--- src/rtl/pal_timing_generator.sv ---
// rtl/pal_timing_generator.sv - parametrised PAL sync generator, progressive/interlaced, half-line vsync
// Optional burst gate output enabled by defining PAL_BURST_GATE_EN.
module pal_timing_generator #(
  parameter int H_TOTAL     = 480,
  parameter int H_ACTIVE    = 390,
  parameter int H_FPORCH    = 12,
  parameter int H_SYNC      = 35,
  parameter int EQ_PULSE    = 18,
  parameter int BROAD_PULSE = 205,
  parameter int V_TOTAL     = 312,
  parameter int V_ACTIVE    = 288,
  parameter int VS_LINE     = 300,
  parameter int EQ_HL       = 5,
  parameter int BROAD_HL    = 5
`ifdef PAL_BURST_GATE_EN
  ,
  parameter int BURST_START = 5,
  parameter int BURST_LEN   = 17
`endif
) (
  input  logic       clk7,
  input  logic       rst_n,
  input  logic       interlace,
  input  logic       video_in,
  output logic [8:0] hc,
  output logic [8:0] vc,
  output logic       field,
  output logic       video_out,
  output logic       csync,
  output logic       hblank,
  output logic       vblank
`ifdef PAL_BURST_GATE_EN
  ,
  output logic       burst_gate
`endif
);

  localparam int H_HALF = H_TOTAL / 2;
  localparam int HS0    = H_ACTIVE + H_FPORCH;
  localparam int HS1    = (HS0 >= H_HALF) ? HS0 - H_HALF : HS0 + H_HALF;

  localparam logic [8:0] HS0_C  = 9'(HS0);
  localparam logic [8:0] HS1_C  = 9'(HS1);
  localparam logic [8:0] H_LAST = 9'(H_TOTAL - 1);
  localparam logic [8:0] HA_C   = 9'(H_ACTIVE);
  localparam logic [8:0] VA_C   = 9'(V_ACTIVE);
  localparam logic [8:0] VS0_C  = 9'(VS_LINE);
  localparam logic [8:0] VS1_C  = 9'(VS_LINE + 1);
  localparam logic [8:0] VT_C   = 9'(V_TOTAL);
  localparam logic [8:0] VT1_C  = 9'(V_TOTAL - 1);
  localparam logic [8:0] W_HS   = 9'(H_SYNC);
  localparam logic [8:0] W_EQ   = 9'(EQ_PULSE);
  localparam logic [8:0] W_BR   = 9'(BROAD_PULSE);
  localparam logic [7:0] N_EQ   = 8'(EQ_HL);
  localparam logic [7:0] N_BR   = 8'(BROAD_HL);

  typedef enum logic [1:0] {NORMAL, PRE_EQ, BROAD, POST_EQ} sync_state_t;

  sync_state_t state, state_nx;
  logic [7:0]  hl_cnt, hl_nx;
  logic [8:0]  pcnt;
  logic [8:0]  pw;
  logic        ilace_q;
  logic        sync_pt, seq_start, field_end;

  // pw is the low width of a pulse starting at this sync point, 0 when none starts
  always_comb begin
    state_nx  = state;
    hl_nx     = hl_cnt;
    pw        = 9'd0;
    sync_pt   = (hc == HS0_C) || (hc == HS1_C);
    seq_start = (ilace_q && field) ? (hc == HS1_C && vc == VS1_C)
                                   : (hc == HS0_C && vc == VS0_C);
    field_end = (vc == ((ilace_q && !field) ? VT_C : VT1_C));
    if (sync_pt) begin
      case (state)
        NORMAL: begin
          if (seq_start) begin
            state_nx = PRE_EQ;
            hl_nx    = 8'd1;
            pw       = W_EQ;
          end else if (hc == HS0_C) begin
            pw = W_HS;
          end
        end
        PRE_EQ: begin
          if (hl_cnt == N_EQ) begin
            state_nx = BROAD;
            hl_nx    = 8'd1;
            pw       = W_BR;
          end else begin
            hl_nx = hl_cnt + 8'd1;
            pw    = W_EQ;
          end
        end
        BROAD: begin
          if (hl_cnt == N_BR) begin
            state_nx = POST_EQ;
            hl_nx    = 8'd1;
            pw       = W_EQ;
          end else begin
            hl_nx = hl_cnt + 8'd1;
            pw    = W_BR;
          end
        end
        default: begin
          if (hl_cnt == N_EQ) begin
            state_nx = NORMAL;
            hl_nx    = 8'd0;
            if (hc == HS0_C) pw = W_HS;
          end else begin
            hl_nx = hl_cnt + 8'd1;
            pw    = W_EQ;
          end
        end
      endcase
    end
  end

  always_ff @(posedge clk7) begin
    if (!rst_n) begin
      hc        <= 9'd0;
      vc        <= 9'd0;
      field     <= 1'b0;
      ilace_q   <= interlace;
      state     <= NORMAL;
      hl_cnt    <= 8'd0;
      pcnt      <= 9'd0;
      csync     <= 1'b1;
      hblank    <= 1'b0;
      vblank    <= 1'b0;
      video_out <= 1'b0;
    end else begin
      if (hc == H_LAST) begin
        hc <= 9'd0;
        if (field_end) begin
          vc <= 9'd0;
          if (ilace_q) field <= ~field;
          // mode can only change on the wrap that starts a new frame
          if (!ilace_q || field) ilace_q <= interlace;
        end else begin
          vc <= vc + 9'd1;
        end
      end else begin
        hc <= hc + 9'd1;
      end
      state  <= state_nx;
      hl_cnt <= hl_nx;
      if (pw != 9'd0) begin
        csync <= 1'b0;
        pcnt  <= pw - 9'd1;
      end else if (pcnt != 9'd0) begin
        csync <= 1'b0;
        pcnt  <= pcnt - 9'd1;
      end else begin
        csync <= 1'b1;
      end
      hblank    <= (hc >= HA_C);
      vblank    <= (vc >= VA_C);
      video_out <= video_in && (hc < HA_C) && (vc < VA_C);
    end
  end

`ifdef PAL_BURST_GATE_EN
  localparam logic [8:0] B0_C = 9'(HS0 + H_SYNC + BURST_START);
  localparam logic [8:0] B1_C = 9'(HS0 + H_SYNC + BURST_START + BURST_LEN);

  // a pulse is a normal hsync exactly when the FSM stays in (or returns to) NORMAL
  logic last_normal;

  always_ff @(posedge clk7) begin
    if (!rst_n) begin
      last_normal <= 1'b0;
      burst_gate  <= 1'b0;
    end else begin
      if (pw != 9'd0) last_normal <= (state_nx == NORMAL);
      burst_gate <= last_normal && (hc >= B0_C) && (hc < B1_C);
    end
  end
`endif

endmodule

--- config.mk ---
export PLATFORM = sky130hd
export DESIGN_NAME = pal_timing_generator
export DESIGN_NICKNAME = d
export VERILOG_FILES = /design/src/rtl/pal_timing_generator.sv
export SDC_FILE = /design/constraint.sdc
export NUM_CORES = 1
export LEC_CHECK = 0
export CELL_PAD_IN_SITES_DETAIL_PLACEMENT = 1
export CELL_PAD_IN_SITES_GLOBAL_PLACEMENT = 1
export CORE_MARGIN = 5
export CORE_UTILIZATION = 45
export CTS_CLUSTER_DIAMETER = 100
export DETAILED_ROUTE_END_ITERATION = 10
export PLACE_DENSITY_LB_ADDON = 0.1
export SLEW_MARGIN = 20
export SYNTH_ARGS = -nofsm -noshare
export SYNTH_HDL_FRONTEND = slang
export SYNTH_SLANG_ARGS = --single-unit
--- constraint.sdc ---
create_clock -name clk7 -period 6.1 [get_ports clk7]
set_input_delay 1.22 -clock clk7 [delete_from_list [all_inputs] [get_ports clk7]]
set_output_delay 1.22 -clock clk7 [all_outputs]
set_load 0.02 [all_outputs]
==> flow_summary.json <==
{
  "status": "finished, final reports clean",
  "busiest_layer": "met2",
  "core_area_sq_um": 5405,
  "grt_use_met2": 0.3558,
  "min_path_type": "flip-flop to flip-flop",
  "dr.pass1.iters": 4,
  "ys_top_cells_by_count": "47 x nor2_1, 42 x dfxtp_1, 23 x nand2_1, 18 x a21oi_1, 14 x inv_1",
  "dr.first_iter.drc_count": 80,
  "synthCells": 302,
  "power_mw": 0.7233,
  "synth_edf_count": 1,
  "holdBufCountCts": 0,
  "pwr-share-seq": 0.472,
  "critPathKind": "flip-flop to flip-flop",
  "tns_ns": 0,
  "io_pins": 27,
  "start_kind": "flip-flop",
  "synth-main-ff-cell": "dfxtp_1",
  "synth_top_cell_by_area": "dfxtp_1",
  "rr_worst_depth": 8,
  "syn_avg_cell_area_sq_um": 8.166,
  "n_fill_cell": 678,
  "drcViolationCount": 0,
  "multi_input_area_sq_um": 1506,
  "min_period_over_period": 0.5513,
  "rows": 27,
  "ant_nets": 0,
  "dieWidth_um": 84.03,
  "gp_congestion": 0.8855,
  "cpMostUsedCell": "a211oi_1",
  "use_met3": 0.03455,
  "syn2layout_area_growth_pct": 16.18,
  "grt_usage": 0.2014,
  "cpMaxStageDelayCell": "a211oi_1",
  "synth_cell_types": 58,
  "layout_min_cycle_time_ns": 3.363,
  "synthArstFlopShare": 0,
  "dr_total_vias": 2309,
  "ys_top_cells_by_area": "dfxtp_1 34%, nor2_1 7.2%, ha_1 6.1%",
  "grt_pass1_vias": 2399,
  "fmax_mhz": 297.4,
  "p_sw_frac": 0.3309,
  "clk_latency_ns": 0.30,
  "nets": 343,
  "path_cells": "or3b_1 -> a211oi_1 -> nand2b_1 -> a31oi_1 -> ha_1 -> and4_1 -> a211oi_1 -> a311oi_1",
  "cts_made_buffers": 5,
  "ff_latch_area_sq_um": 870.8,
  "synth_top_area_share": 0.3409,
  "clock_path_buffers": 2,
  "maxCapViolCount": 0,
  "max_slew_margin": 0.4702,
  "power.leakage_nw": 0.9874,
  "ys_ff_latch": 43,
  "ys_seq_area_frac": 0.3531,
  "power_density_nw_per_um2": 252.4,
  "crit_cells": 8,
  "start_util": 0.4562,
  "postCtsSetupRepairBufs": 0,
  "grt_max_degree": 14,
  "syn-num-nets": 318,
  "overflow": 0,
  "intPower_mw": 0.4840,
  "worst_pin_slew_ns": 0.7874,
  "critical-path-top-delay-family": "compound AO/OA/AOI/OAI gates",
  "rsz0062_at_grt": "no",
  "worstPathArrival_ns": 3.57,
  "path_clk_slew_ns": 0.08,
  "cp.required_ns": 6.31,
  "grt_pass1_wl_um": 11740,
  "antenna_found_initial": 0,
  "path_max_fanout": 12,
  "routed_wirelength_um": 6786,
  "yosys_warnings": 0,
  "die_h_um": 84.03,
  "synth_most_common_cell": "nor2_1",
  "wl_per_cell_um": 16.97,
  "drv_slew": 0,
  "crit_path_max_incr_delay_ns": 0.64,
  "via_per_inst": 5.773,
  "whs_path_depth": 1,
  "hold_viol": 0,
  "portBuffers": 26,
  "critPathBufInv": 0,
  "root_buffer": "clkbuf_8",
  "clock_sinks": 43,
  "h-tree-depth": 2,
  "switching_power_mw": 0.2394,
  "grt_use_met1": 0.2519,
  "cts_resized": 0,
  "peakVddDrop_uv": 147.4,
  "drive_gt1_frac": 0.04268,
  "dieArea_sq_um": 7061,
  "synth_area_sq_um": 2466,
  "antennaDiodeCount": 0,
  "cts_tree": "built",
  "setup_viol": 0,
  "clock_skew_ns": 0.008417,
  "p_clk_frac": 0.248,
  "pwr-share-comb": 0.280,
  "worstSetupEndpointType": "flip-flop",
  "dp_hpwl_um": 5186
}
[final timing paths]
path / startpoint / to / slack (ns)
worst min register to register: hc[0] / hc[0] / 0.49
worst max-delay path: hc[5] / pcnt[6] / 2.74
worst max register to register: hc[5] / pcnt[6] / 2.74
worst min-delay path: hc[0] / hc[0] / 0.49
[cell usage in the layout, fill, tap and decap left out, types with 2 or more instances in the layout]
cell	Yosys	layout
a211oi_1	4	4
clkbuf_1	6	2
clkdlybuf4s50_1	0	26
or3b_1	2	2
nor3_1	11	11
nor4_1	6	6
nor2b_1	2	2
nor3b_1	2	2
ha_1	12	12
inv_1	14	14
nor4bb_1	2	2
and3_1	4	4
and2_1	3	3
or3_1	6	6
a21oi_1	18	18
a31oi_1	4	4
or4b_1	2	2
xor2_1	13	13
nand2_1	23	23
nor2_1	47	47
nand3_1	12	12
clkbuf_8	0	5
and4_1	2	2
dfxtp_1	42	42
mux2i_1	2	2
nand4_1	8	8
nand2b_1	4	4
o211ai_1	5	5
xnor2_1	6	6
o21ai_0	9	9
[registers in the layout, summed over array words and instances, names as in the netlist]
| signal | count |
|---|---|
| field | 1 |
| state | 2 |
| pcnt | 9 |
| csync | 1 |
| ilace_q | 1 |
| hc | 9 |
| vc | 9 |
| hblank | 1 |
| hl_cnt | 8 |
| video_out | 1 |
| vblank | 1 |
[area by class of cell]
class	count	share of cell area
Multi-Input combinational cell	236	0.5258
Sequential cell	43	0.3039
Timing Repair Buffer	26	0.09083
Tap cell	72	0.03144
Clock buffer	7	0.02664
Inverter	15	0.01965
Clock inverter	1	0.001747
[through the flow]
stage,worst slack (ns),hold WS [ns],utilization,instance area (sq um),std cells
after floorplan,3.207,0.4667,-,2466,302
after CTS,2.739,0.5015,0.5301,2865,400
final,2.737,0.4912,0.5301,2865,400
after detailed placement,2.777,0.4798,0.5150,2784,392
after global placement,2.912,0.4733,0.5150,2784,392
after global routing,2.445,0.5519,0.5301,2865,400
[per-layer routing]
metal	vias to the layer above	share of wire	wire length, um
li1	1133	-	-
met1	1132	0.45	3028
met2	37	0.51	3461
met3	7	0.028	190
met4	0	0.015	105
met5	-	0	0
[cell families (layout without fill, tap and decap cells)]
kind of cell             count (synthesis)  count (layout)  synth area share
AND/OR/NAND/NOR                        144             144            0.3120
flip-flops                              43              43            0.3531
XOR/XNOR                                19              19           0.06748
adder cells (fa/ha/maj)                 12              12           0.06088
buffers and inverters                   23              49           0.03602
AO/OA/AOI/OAI                           59              59            0.1624
multiplexers                             2               2          0.008118
[power groups by stage]
stage | combinational [mW] | clock, mW | sequential, mW
after floorplan | 0.150 | 0 | 0.344
after global placement | 0.194 | 0 | 0.348
after detailed placement | 0.200 | 0 | 0.348
final | 0.202 | 0.180 | 0.341
after global routing | 0.228 | 0.203 | 0.347
after CTS | 0.203 | 0.186 | 0.341
No activity file was read; power rests on OpenSTA's default activity.
==> RTL change: new RTL, same settings <==
The option `PAL_BURST_GATE_EN` is turned on by a define.
--- a/src/rtl/pal_timing_generator.sv
+++ b/src/rtl/pal_timing_generator.sv
@@ -1,4 +1,6 @@
 // rtl/pal_timing_generator.sv - parametrised PAL sync generator, progressive/interlaced, half-line vsync
 // Optional burst gate output enabled by defining PAL_BURST_GATE_EN.
+`define PAL_BURST_GATE_EN
+
 module pal_timing_generator #(
   parameter int H_TOTAL     = 480,
Check against the original RTL (old outputs only; new: burst_gate): equivalent (equiv_simple and equiv_induct, registers matched by name and starting in step).
==> RTL change against the original RTL <==
- total power up 2.1%
- core utilization down 0.80 points
- design area up 7.2%
- routed wire length down 0.99%
- count of clock-buffer cells in the layout down 2
- combinational power down 5%
- final cell count up 3.0%
- largest cell class unchanged
- worst setup slack worse by 0.19 ns
- sequential cell count up 2
- hold slack worse by 0.027 ns
- area after synthesis up 10%
- sequential power up 4%
- largest power group unchanged
==> RTL change: results <==
group,metric,value,unit
global_routing,grt_max_degree,16,
global_routing,grt_pass1_vias,2401,
logic_synthesis,yosysSeqAreaShare,33.5,%
global_routing,antenna_found_initial,0,
cells_and_area,num-fill-cells,735,
place,place_hpwl,5030,um
power_and_ir_drop,p_sw_share,33.0,%
drt,drt-initial-drc-count,55,
critical_path,r2r-start,"hc[1]",
drt,drt-met1-wl,3240,um
cells_and_area,nets,353,
logic_synthesis,yosys.cell_types.count,72,
global_routing,grtUsageMet3,3.67,%
drt,route.met2.wl,3240,um
place,io_buffers,27,
critical_path,r2r-end,"pcnt[8]",
global_routing,grt_pass1_wl,11600,um
logic_synthesis,synthTopCellsByArea,"dfxtp_1, nor2_1, ha_1",
critical_path,reg2reg_depth,12,
drt,wirelength,6720,um
cells_and_area,antenna_cells,0,
logic_synthesis,syn-num-nets,330,
drt,vias_per_cell,5.68,
place,routabilityCongestion,0.795,
critical_path,critPathCapture,"pcnt[8]",
place,dp.cells,404,
critical_path,crit_path_start,"hc[1]",
global_routing,globalRouteMet1Util,24.7,%
logic_synthesis,ys_warn_count,0,
critical_path,critPathMaxFanout,10,
global_routing,track_usage,18.8,%
timing,finalClockSkew,0.00979,ns
power_and_ir_drop,max-vdd-ir-drop,0.131,mV
drt,dr_wl_met3,170,um
global_routing,gr-usage-met2,31.7,%
cells_and_area,drive_above_1_share,11.3,%
critical_path,arrival,3.78,ns
logic_synthesis,yosys-top-cells-count,"nor2_1, dfxtp_1, nand2_1, xor2_1, ha_1",
run_status,outcome,"complete, no violations",
logic_synthesis,synthCells,313,
critical_path,cpMaxStageDelayCell,"dfxtp_1",
place,dpl-instance-area,2980,um2
timing,final.min_clock_period,3.55,ns
power_and_ir_drop,leakage,1.10,nW
place,place_ws,2.58,ns
cells_and_area,fin_cells,412,
cts,clk_pin_slew,0.09,ns
timing,worst_pin_slew,0.714,ns
timing,finalHoldViolations,0,
[RTL change: cell types whose count changed in the layout (fill, tap and decap cells not counted), moves of 5 or more]
cell     delta
a21oi_1     -6
nor4_1      -5
nor2_1      +6
nor3_2      +5
[RTL change: cell families after synthesis]
logic type / count (synthesis) / share of synthesized area [%]
and+or+nand+nor: 150 / 30.9
AOI/OAI and AO/OA: 62 / 17.4
DFF: 45 / 33.5
xor gates and xnor gates: 21 / 6.77
buffers and inverters: 21 / 5.02
adders and majority gates: 13 / 5.99
muxes: 1 / 0.368
[RTL change: cell type report]
type	instances	area, um2	share of cell area [%]
clock buffers	5	68.8	2.24
clock inverters	3	21.3	0.692
inverters	10	37.5	1.22
multi-input cells	247	1670	54.4
flip-flops and latches	45	911	29.6
well taps	75	93.8	3.05
repair buffers	27	270	8.79
[RTL change: worst register-to-register path: stages (launching register included)]
cell,delay [ns]
dfxtp_1,0.43
ha_1,0.21
nor4b_4,0.31
nand4_1,0.34
o21a_1,0.25
a311oi_4,0.31
nor2_4,0.12
a22oi_1,0.22
ha_1,0.25
nand2_1,0.12
a2111o_1,0.41
or3_1,0.38
a21oi_1,0.15
[RTL change: worst min-delay path by stage]
stage	cells after the start	to	slack (ns)	from
after global routing	2	last_normal	0.49	last_normal
after CTS	2	last_normal	0.47	last_normal
after global placement	2	last_normal	0.45	last_normal
after floorplan	2	last_normal	0.43	last_normal
after detailed placement	2	last_normal	0.45	last_normal
final	2	last_normal	0.46	last_normal
[RTL change: power groups by stage]
stage	Sequential, W	Clock [W]	Combinational [W]
detailed placement	0.000363	0	0.000192
global placement	0.000360	0	0.000189
finish	0.000356	0.000190	0.000192
CTS	0.000356	0.000200	0.000193
floorplan	0.000358	0	0.000151
global route	0.000362	0.000213	0.000216
